<file path="config.mk">
export PLATFORM = sky130hd
export DESIGN_NAME = nexys_starship_bm_defender
export DESIGN_NICKNAME = d
export VERILOG_FILES = /design/src/rtl/nexys_starship_pkg.sv /design/src/rtl/nexys_starship_timer.sv /design/src/rtl/nexys_starship_bm_defender.sv
export SDC_FILE = /design/constraint.sdc
export NUM_CORES = 1
export LEC_CHECK = 0
export ABC_AREA = 1
export BUFFER_PORTS_ARGS = -buffer_cell sky130_fd_sc_hd__buf_4
export CAP_MARGIN = 20
export CORE_AREA = 2 2 78 80
export CTS_CLUSTER_DIAMETER = 30
export DETAILED_ROUTE_END_ITERATION = 10
export DIE_AREA = 0 0 80 82
export PLACE_DENSITY_LB_ADDON = 0.15
export RECOVER_POWER = 100
export SLEW_MARGIN = 20
export SYNTH_ARGS = -nofsm -noshare
export SYNTH_HDL_FRONTEND = slang
export SYNTH_SLANG_ARGS = --single-unit
export TNS_END_PERCENT = 30
</file>
<file path="constraint.sdc">
create_clock -name Clk -period 2.3 [get_ports Clk]
set_clock_uncertainty 0.1 [all_clocks]
set_input_delay 0 -clock Clk [delete_from_list [all_inputs] [get_ports Clk]]
set_output_delay 0 -clock Clk [all_outputs]
set_load 0.02 [all_outputs]
</file>
<file path="src/rtl/nexys_starship_pkg.sv">
// Shared types and defaults for the starship bottom-monster defender slice.
// One-hot state encodings plus the saturating score helper.
package nexys_starship_pkg;

   localparam int unsigned DEF_TIMEOUT        = 500000000;
   localparam int unsigned DEF_REPAIR_PRESSES = 4;

   typedef enum logic [3:0] {
      S_IDLE   = 4'b0001,
      S_ARMED  = 4'b0010,
      S_BROKEN = 4'b0100,
      S_OVER   = 4'b1000
   } state_t;

   function automatic logic [7:0] sat_inc(input logic [7:0] v);
      return (v == 8'hFF) ? v : v + 8'd1;
   endfunction

endpackage

</file>
<file path="src/rtl/nexys_starship_timer.sv">
// Deadline counter: counts while enabled, returns to zero otherwise.
// Expire flags the enabled cycle holding TIMEOUT-1.
module nexys_starship_timer
   import nexys_starship_pkg::*;
#(
   parameter int unsigned TIMEOUT = DEF_TIMEOUT
)(
   input  logic Clk,
   input  logic Reset,
   input  logic i_clear,
   input  logic i_enable,
   output logic o_expire
);

   localparam logic [31:0] LAST = 32'(TIMEOUT - 1);

   logic [31:0] r_cnt;

   always_ff @(posedge Clk or posedge Reset) begin
      if (Reset)
         r_cnt <= '0;
      else if (i_clear)
         r_cnt <= '0;
      else if (i_enable)
         r_cnt <= r_cnt + 32'd1;
   end

   assign o_expire = i_enable && (r_cnt == LAST);

endmodule

</file>
<file path="src/rtl/nexys_starship_bm_defender.sv">
// Bottom-monster gun: kill, break/repair and timeout game-over control.
// Single registered FSM; all outputs come straight from flops.
module nexys_starship_bm_defender
   import nexys_starship_pkg::*;
#(
   parameter int unsigned TIMEOUT        = DEF_TIMEOUT,
   parameter int unsigned REPAIR_PRESSES = DEF_REPAIR_PRESSES
)(
   input  logic       Clk,
   input  logic       Reset,
   input  logic       play_flag,
   input  logic       btm_monster,
   input  logic       btn_fire,
   input  logic       btn_repair,
   output logic       btm_kill,
   output logic       btm_broken,
   output logic       game_over,
   output logic [7:0] score,
   output logic       q_Idle,
   output logic       q_Armed,
   output logic       q_Broken,
   output logic       q_Over
);

   localparam logic [7:0] REP_LAST = 8'(REPAIR_PRESSES - 1);

   state_t     r_state;
   logic       r_kill;
   logic       r_broken;
   logic       r_over;
   logic       r_kill_wait;
   logic [7:0] r_score;
   logic [7:0] r_rep_cnt;

   logic w_active;
   logic w_tmr_en;
   logic w_tmr_clr;
   logic w_expire;
   logic w_kill_fire;

   assign w_active    = (r_state == S_ARMED) || (r_state == S_BROKEN);
   assign w_tmr_en    = w_active && btm_monster && !r_kill_wait;
   assign w_kill_fire = (r_state == S_ARMED) && play_flag && btn_fire &&
                        btm_monster && !r_kill_wait;
   // A kill restarts the deadline even on the expiring cycle
   assign w_tmr_clr   = !w_tmr_en || w_kill_fire || !play_flag;

   nexys_starship_timer #(
      .TIMEOUT (TIMEOUT)
   ) u_timer (
      .Clk      (Clk),
      .Reset    (Reset),
      .i_clear  (w_tmr_clr),
      .i_enable (w_tmr_en),
      .o_expire (w_expire)
   );

   always_ff @(posedge Clk or posedge Reset) begin
      if (Reset) begin
         r_state     <= S_IDLE;
         r_kill      <= 1'b0;
         r_broken    <= 1'b0;
         r_over      <= 1'b0;
         r_kill_wait <= 1'b0;
         r_score     <= '0;
         r_rep_cnt   <= '0;
      end else begin
         r_kill <= 1'b0;
         unique case (r_state)
            S_IDLE: begin
               r_broken <= 1'b0;
               if (play_flag) begin
                  r_state     <= S_ARMED;
                  r_score     <= '0;
                  r_rep_cnt   <= '0;
                  r_kill_wait <= 1'b0;
               end
            end
            S_ARMED: begin
               if (!play_flag) begin
                  r_state  <= S_IDLE;
                  r_broken <= 1'b0;
               end else if (w_kill_fire) begin
                  r_kill      <= 1'b1;
                  r_score     <= sat_inc(r_score);
                  r_kill_wait <= 1'b1;
               end else if (w_expire) begin
                  r_state <= S_OVER;
                  r_over  <= 1'b1;
               end else begin
                  if (!btm_monster)
                     r_kill_wait <= 1'b0;
                  if (btn_fire && !r_kill_wait) begin
                     r_state   <= S_BROKEN;
                     r_broken  <= 1'b1;
                     r_rep_cnt <= '0;
                  end
               end
            end
            S_BROKEN: begin
               if (!play_flag) begin
                  r_state  <= S_IDLE;
                  r_broken <= 1'b0;
               end else if (w_expire) begin
                  r_state <= S_OVER;
                  r_over  <= 1'b1;
               end else begin
                  if (!btm_monster)
                     r_kill_wait <= 1'b0;
                  if (btn_repair) begin
                     r_rep_cnt <= r_rep_cnt + 8'd1;
                     if (r_rep_cnt == REP_LAST) begin
                        r_state  <= S_ARMED;
                        r_broken <= 1'b0;
                     end
                  end
               end
            end
            S_OVER: begin
               r_over <= 1'b1;
            end
            default: begin
               r_state <= S_IDLE;
            end
         endcase
      end
   end

   assign btm_kill   = r_kill;
   assign btm_broken = r_broken;
   assign game_over  = r_over;
   assign score      = r_score;
   assign q_Idle     = (r_state == S_IDLE);
   assign q_Armed    = (r_state == S_ARMED);
   assign q_Broken   = (r_state == S_BROKEN);
   assign q_Over     = (r_state == S_OVER);

endmodule

</file>
# Yosys cells after proc, flatten, opt, wreduce, memory -nomap -nowiden
# Index checks and enable logic that the tools add are counted.
# word_totals
reg_bits,56
latch_bits,0
ramBits,0
mem_bits_ro,0
inputBits,6
elab_cells,111
mem_count,0
# op_classes
addsub,3
mul,0
n_div,0
n_lt_le_gt_ge,0
n_eq_ne,26
shift,0
mux,49
bitwise,1
reduce_logical,24
# op_table
op,n
2-to-1 mux 8 bit,11
2-to-1 mux 32 bit,2
2-to-1 mux 4 bit,9
"adder 32 x 1 -> 32 bit, second input constant",1
"equality test 32 x 29 -> 1 bit, second input constant",1
case mux 8 bit (3 select lines),1
2-to-1 mux 1 bit,21
"adder 8 x 1 -> 8 bit, second input constant",2
"!= test 2 bit, second input constant",8
case mux 4 bit (4 select lines),1
case mux 8 bit (2 select lines),1
"!= test 3 bit, second input constant",4
case mux 1 bit (3 select lines),3
AND reduction 9 bit,1
"equality test 8 x 2 -> 1 bit, second input constant",1
"equality test 8 bit, second input constant",1
logical AND 1 bit,8
"!= test 4 x 2 -> 1 bit, second input constant",2
AND reduction 4 bit,2
AND reduction 7 bit,1
"!= test 3 x 2 -> 1 bit, second input constant",2
AND reduction 6 bit,1
nonzero test 3 bit,2
AND reduction 5 bit,1
other kinds (10),16

# Logic depth before layout (Yosys ltp)
# logic_depth
word_depth,9
depth_mapped,12

# Cells and area by module
# Synthesis repeated with hierarchy kept, for this count alone.
# hier_totals
cells_unflattened,529
hier_area_um2,3606.0
# modules_own_cells
mod,n_inst,cells_each,area_per_inst_um2,seq_area_each_um2
nexys_starship_timer,1,295,1986.9,800.8
nexys_starship_bm_defender,1,234,1619.1,601.8

# Worst setup path before layout
# OpenSTA, ideal clock, no wires.
# synth_timing
kind,reg2reg
from,register r_score[0] (netlist: score[0])
to,register r_score[1] (netlist: score[1])
setup_time_ps,77
arrival_ps,1607
t_required_ps,2123
slack_ps,516
path_stages_with_launch,10
n_path_buf,0
period_less_slack_ps,1784
cell_sequence,dfrtp_1 ha_1 nand2_1 inv_1 nand4_1 nor2_1 nand2_1 a21oi_1 nand2_1 o21ai_1
# synth_between
elab_chain_len,5
elab_cells_between_ends,8
cone_classes,add/sub (1); eq/ne (2); mux (4); reduce/logical (1)
# synth_rtl
item,line,source
"start, declared",nexys_starship_bm_defender.sv:32,logic [7:0] r_score;
"start signal, assigned",nexys_starship_bm_defender.sv:85,r_score <= sat_inc(r_score);
adder 8 x 1 -> 8 bit,nexys_starship_pkg.sv:16,return (v == 8'hFF) ? v : v + 8'd1;
2-to-1 mux 8 bit,nexys_starship_pkg.sv:16,
2-to-1 mux 8 bit,nexys_starship_bm_defender.sv:83,end else if (w_kill_fire) begin
2-to-1 mux 8 bit,nexys_starship_bm_defender.sv:80,if (!play_flag) begin
case mux 8 bit (2 select lines),nexys_starship_bm_defender.sv:69,unique case (r_state)
# Parallel ways exist; a longest one is shown, timed or not. The select of a mux whose other input is x is not followed.
# A chain may end at the register's enable or synchronous reset.

# Worst setup path in the final report
# layout_timing
from,register r_state[1]
to,register r_kill_wait
# layout_between
elab_chain_len,9
elab_cells_between_ends,21
cone_classes,eq/ne (6); mux (5); reduce/logical (10)
# layout_rtl
item,line,source
"start, declared",nexys_starship_bm_defender.sv:27,state_t r_state;
"start signal, assigned",nexys_starship_bm_defender.sv:60,r_state <= S_IDLE;
"start signal, assigned",nexys_starship_bm_defender.sv:73,r_state <= S_ARMED;
"start signal, assigned",nexys_starship_bm_defender.sv:81,r_state <= S_IDLE;
equality test 4 x 2 -> 1 bit or equality test 4 x 3 -> 1 bit (tied branches),"nexys_starship_bm_defender.sv:41, nexys_starship_bm_defender.sv:43, nexys_starship_bm_defender.sv:69",
logical OR 1 bit,nexys_starship_bm_defender.sv:41,assign w_active = (r_state == S_ARMED) || (r_state == S_BROKEN);
logical AND 1 bit (2 in a row),nexys_starship_bm_defender.sv:42,assign w_tmr_en = w_active && btm_monster && !r_kill_wait;
logical AND 1 bit,nexys_starship_timer.sv:28,assign o_expire = i_enable && (r_cnt == LAST);
2-to-1 mux 1 bit,n/a,
2-to-1 mux 1 bit,nexys_starship_bm_defender.sv:83,
2-to-1 mux 1 bit,nexys_starship_bm_defender.sv:80,
case mux 1 bit (3 select lines),nexys_starship_bm_defender.sv:69,
"end signal, assigned",nexys_starship_bm_defender.sv:76,r_kill_wait <= 1'b0;
"end signal, assigned",nexys_starship_bm_defender.sv:86,r_kill_wait <= 1'b1;
"end signal, assigned",nexys_starship_bm_defender.sv:92,r_kill_wait <= 1'b0;
"end, declared",nexys_starship_bm_defender.sv:31,logic r_kill_wait;
# Parallel ways exist; a longest one is shown, timed or not. The select of a mux whose other input is x is not followed.

==> summary.md <==
| Metric | Value |
|---|---|
| TritonRoute pass-1 iters | 5 |
| Sw Share | 0.3577 |
| # diodes | 0 |
| Hold Crit Class | in -> reg |
| CP Capture Type | flop |
| Dpl hpwl | 5.729 mm |
| Core area | 5746 um2 |
| FF+latch count, synth | 56 |
| Worst slack on hold paths | between 0.2 and 0.3 ns |
| Final wirelength | 7.629 mm |
| Fillers | 536 |
| Critical path type | reg -> reg |
| Share of layout cells above drive strength 1 | 0.06408 |
| Power, Total | around 0.0022 W |
| Clock sinks | 56 |
| Hold Path Sink | r_state[2] |
| Die height | 82 um |
| Initial antenna violation count | 0 |
| Clock Path Buffers | 2 |
| Cell Area, Synth | 3421 um2 |
| Pins over their slew limit | 0 |
| Setup crit start kind | flop |
| Reg power frac | 0.484 |
| Die W | around 80 um |
| Hold Violations, Final | 0 |
| Seq/Total Area, Yosys | 0.4100 |
| Final Cycle Share | 0.8822 |
| Fmax | 0.4928 GHz |
| Min-delay src | btn_repair |
| Required @ worst endpoint | between 2 and 2.5 ns |
| Ys async rst share | 1.000 |
| Routed wire per std cell | 12.93 um |
| Total grt overflow | 0 |
| Crit-path max FO | 10 |
| DP Worst Slack | around 0.36 ns |
| Aggregate global-route resource usage | 0.2519 |
| Clock root buffer | clkbuf_8 |
| CTS tree | yes |
| Multi-input logic area | 1735 um2 |
| Ys flop type | dfrtp_1 |
| CTS Buf Count | 5 |
| Mean post-synth cell area | 7.053 um2 |
| Setup_tns | 0 ns |
| P per Cell Area | 601.0 nW/um2 |
| Status | finished, final reports clean |
| Final nets | 523 |
| Global-route wire length before repair | 12.90 mm |
| RR Startpoint | r_state[1] |
| Worst vdd ir | 349.2 uV |
| Setup violators final | 0 |
| Final worst-path setup slack | about 0.27 ns |
| Netlist cell types | 30 |
| Warning count from the yosys run | 0 |
| Initial core utilization | 0.5954 |
| Worst EP arrival | 2.13 ns |
| I/O pin cnt | 21 |
| Least-Margin Pin Slew | 1.194 ns |
| Static leakage | approximately 1.7 nW |
| Mapped Cells | ~490 |
| Int Power | 0.001443 W |
| Post-synth EDFFs | 0 |
| Worst hold stages | 9 |
| Max-slew headroom | 0.2031 |
| Worst Reg-to-Reg Cells | 8 |
| Largest net degree at the start of global routing | 31 |
| H-tree Lvls | 2 |
| Via density | 5.200 |
| Clock Power Share | 0.246 |
| Post-route ant nets | 0 |
| Final GP Congestion | 0.9176 |
| Standard-cell rows | 28 |
| Min Tclk post-route | 2.029 ns |
| Vias in the first global route | 2895 |
| Die ar. | 6560 um2 |
| R2r setup slk | 0.27 ns |
| Initial drt markers | 179 |
| P_sw | about 0.00080 W |
| Drc violations | 0 |
| PortBufs | 20 |
| MaxCap Viol Count | 0 |
| P&R area growth vs syn | 9.254% |
| Util after Layout | 0.6505 |
| Worst R2R End | r_kill_wait |
| Unrepaired setup endpoints after global routing | no |
| Clk_lat worst skew | 0.32 ns |
| Seq. cell area | 1403 um2 |
| Comb pwr share | 0.270 |
| Via count | roughly 3100 |
| Net Count, Synth | 494 |
| Clock slew at reported path FFs | 0.10 ns |
==> power groups by stage <==
stage | clock, W | combinational, W | sequential (W)
3_3_place_gp | 0 | 0.000631 | 0.00110
4_1_cts | 0.000567 | 0.000665 | 0.00109
2_1_floorplan | 0 | 0.000450 | 0.00113
5_1_grt | 0.000608 | 0.000686 | 0.00110
6_report | 0.000553 | 0.000606 | 0.00109
3_5_place_dp | 0 | 0.000648 | 0.00111
==> metal layers <==
layer,wire length (um),share of wire,GRT usage
met3,287,0.038,0.03846
met4,131,0.017,0.07288
met2,3591,0.47,0.4208
met1,3619,0.47,0.3418
met5,0,0,0
==> cell usage in the layout, fill, tap and decap left out, drive strengths merged <==
| cell type | n |
|---|---|
| a21oi | 13 |
| ha | 3 |
| dfstp | 1 |
| a31oi | 1 |
| nand3 | 38 |
| clkbuf | 20 |
| nand2 | 142 |
| nor2 | 103 |
| buf | 9 |
| dfrtp | 55 |
| o21ai | 12 |
| o21a | 1 |
| nand3b | 2 |
| xnor2 | 6 |
| dlygate4sd3 | 5 |
| clkinvlp | 2 |
| nor4 | 1 |
| xor2 | 17 |
| inv | 56 |
| nand4 | 7 |
| nor3 | 16 |
| clkinv | 1 |
| nor3b | 4 |
==> metrics by stage <==
step | instances | instance area (um2)
final | 590 | 3737
after global routing | 590 | 3737
after detailed placement | 577 | 3672
after floorplan | 485 | 3421
after global placement | 577 | 3672
after CTS | 590 | 3815
==> cells in the mapped netlist (2+ instances only) <==
master    instances  share of area
nand2_1         139           0.15
nor2_1           97           0.11
nor3_1           15          0.022
xnor2_1           6          0.015
nand2_4           2         0.0066
ha_1              3          0.011
inv_1            54          0.059
nand3_4           2          0.010
nand3b_1          2         0.0044
nor3b_1           4         0.0088
o21ai_0           5         0.0073
nand3_2           2         0.0059
inv_2             2         0.0022
buf_6             2         0.0066
o21ai_1           6         0.0088
nand3_1          34          0.050
nor2_2            3         0.0055
nor2_4            3         0.0099
a21oi_1          13          0.019
xor2_1           17          0.044
nand4_1           7          0.013
dfrtp_1          55           0.40
buf_2             5         0.0073
==> state kept, by name, summed over array words and instances (netlist names) <==
register,flops
u_timer.r_cnt,32
r_rep_cnt,8
score,8
r_state,4
btm_broken,1
btm_kill,1
game_over,1
r_kill_wait,1
==> cell families after synthesis <==
| family | after synthesis | synth area share |
|---|---|---|
| compound gates | 27 | 0.04170 |
| flops | 56 | 0.4100 |
| xor+xnor | 23 | 0.05889 |
| simple gates | 313 | 0.4031 |
| buf+inv | 63 | 0.07535 |
| fa+ha+maj | 3 | 0.01097 |
==> critical path, stage by stage, from the launching register on <==
cell	delay (ns)
dfrtp_1	0.40
nor2_1	0.19
nand2_1	0.11
buf_4	0.18
nand3_1	0.18
nand3_1	0.11
nand2_1	0.06
nand2_1	0.04
dlygate4sd3_1	0.55
==> worst max-delay path by stage <==
stage	from	to	depth (start not counted)
after detailed placement	r_state[2]	u_timer.r_cnt[10]	9
after global routing	r_state[1]	r_rep_cnt[4]	9
after global placement	score[0]	score[7]	9
after CTS	r_state[2]	u_timer.r_cnt[10]	9
after floorplan	score[0]	score[1]	9
final	r_state[1]	r_kill_wait	8
==> layout make-up <==
type	count	area share
multi-input cells	366	0.4643
clock inverters	3	0.006361
flip-flops and latches	56	0.3753
well taps	75	0.02511
clock buffers	5	0.01841
inverters	56	0.05624
repair buffers	29	0.05423
==> repair_timing <==
item | CTS | global route
endpoints found under the hold margin | 37 | 0
hold buffers | 5 | 0
endpoints found under the setup margin | 0 | 3
buffers inserted | 0 | 0
gates resized for setup | 0 | 1
No activity file was read; power rests on OpenSTA's default activity.
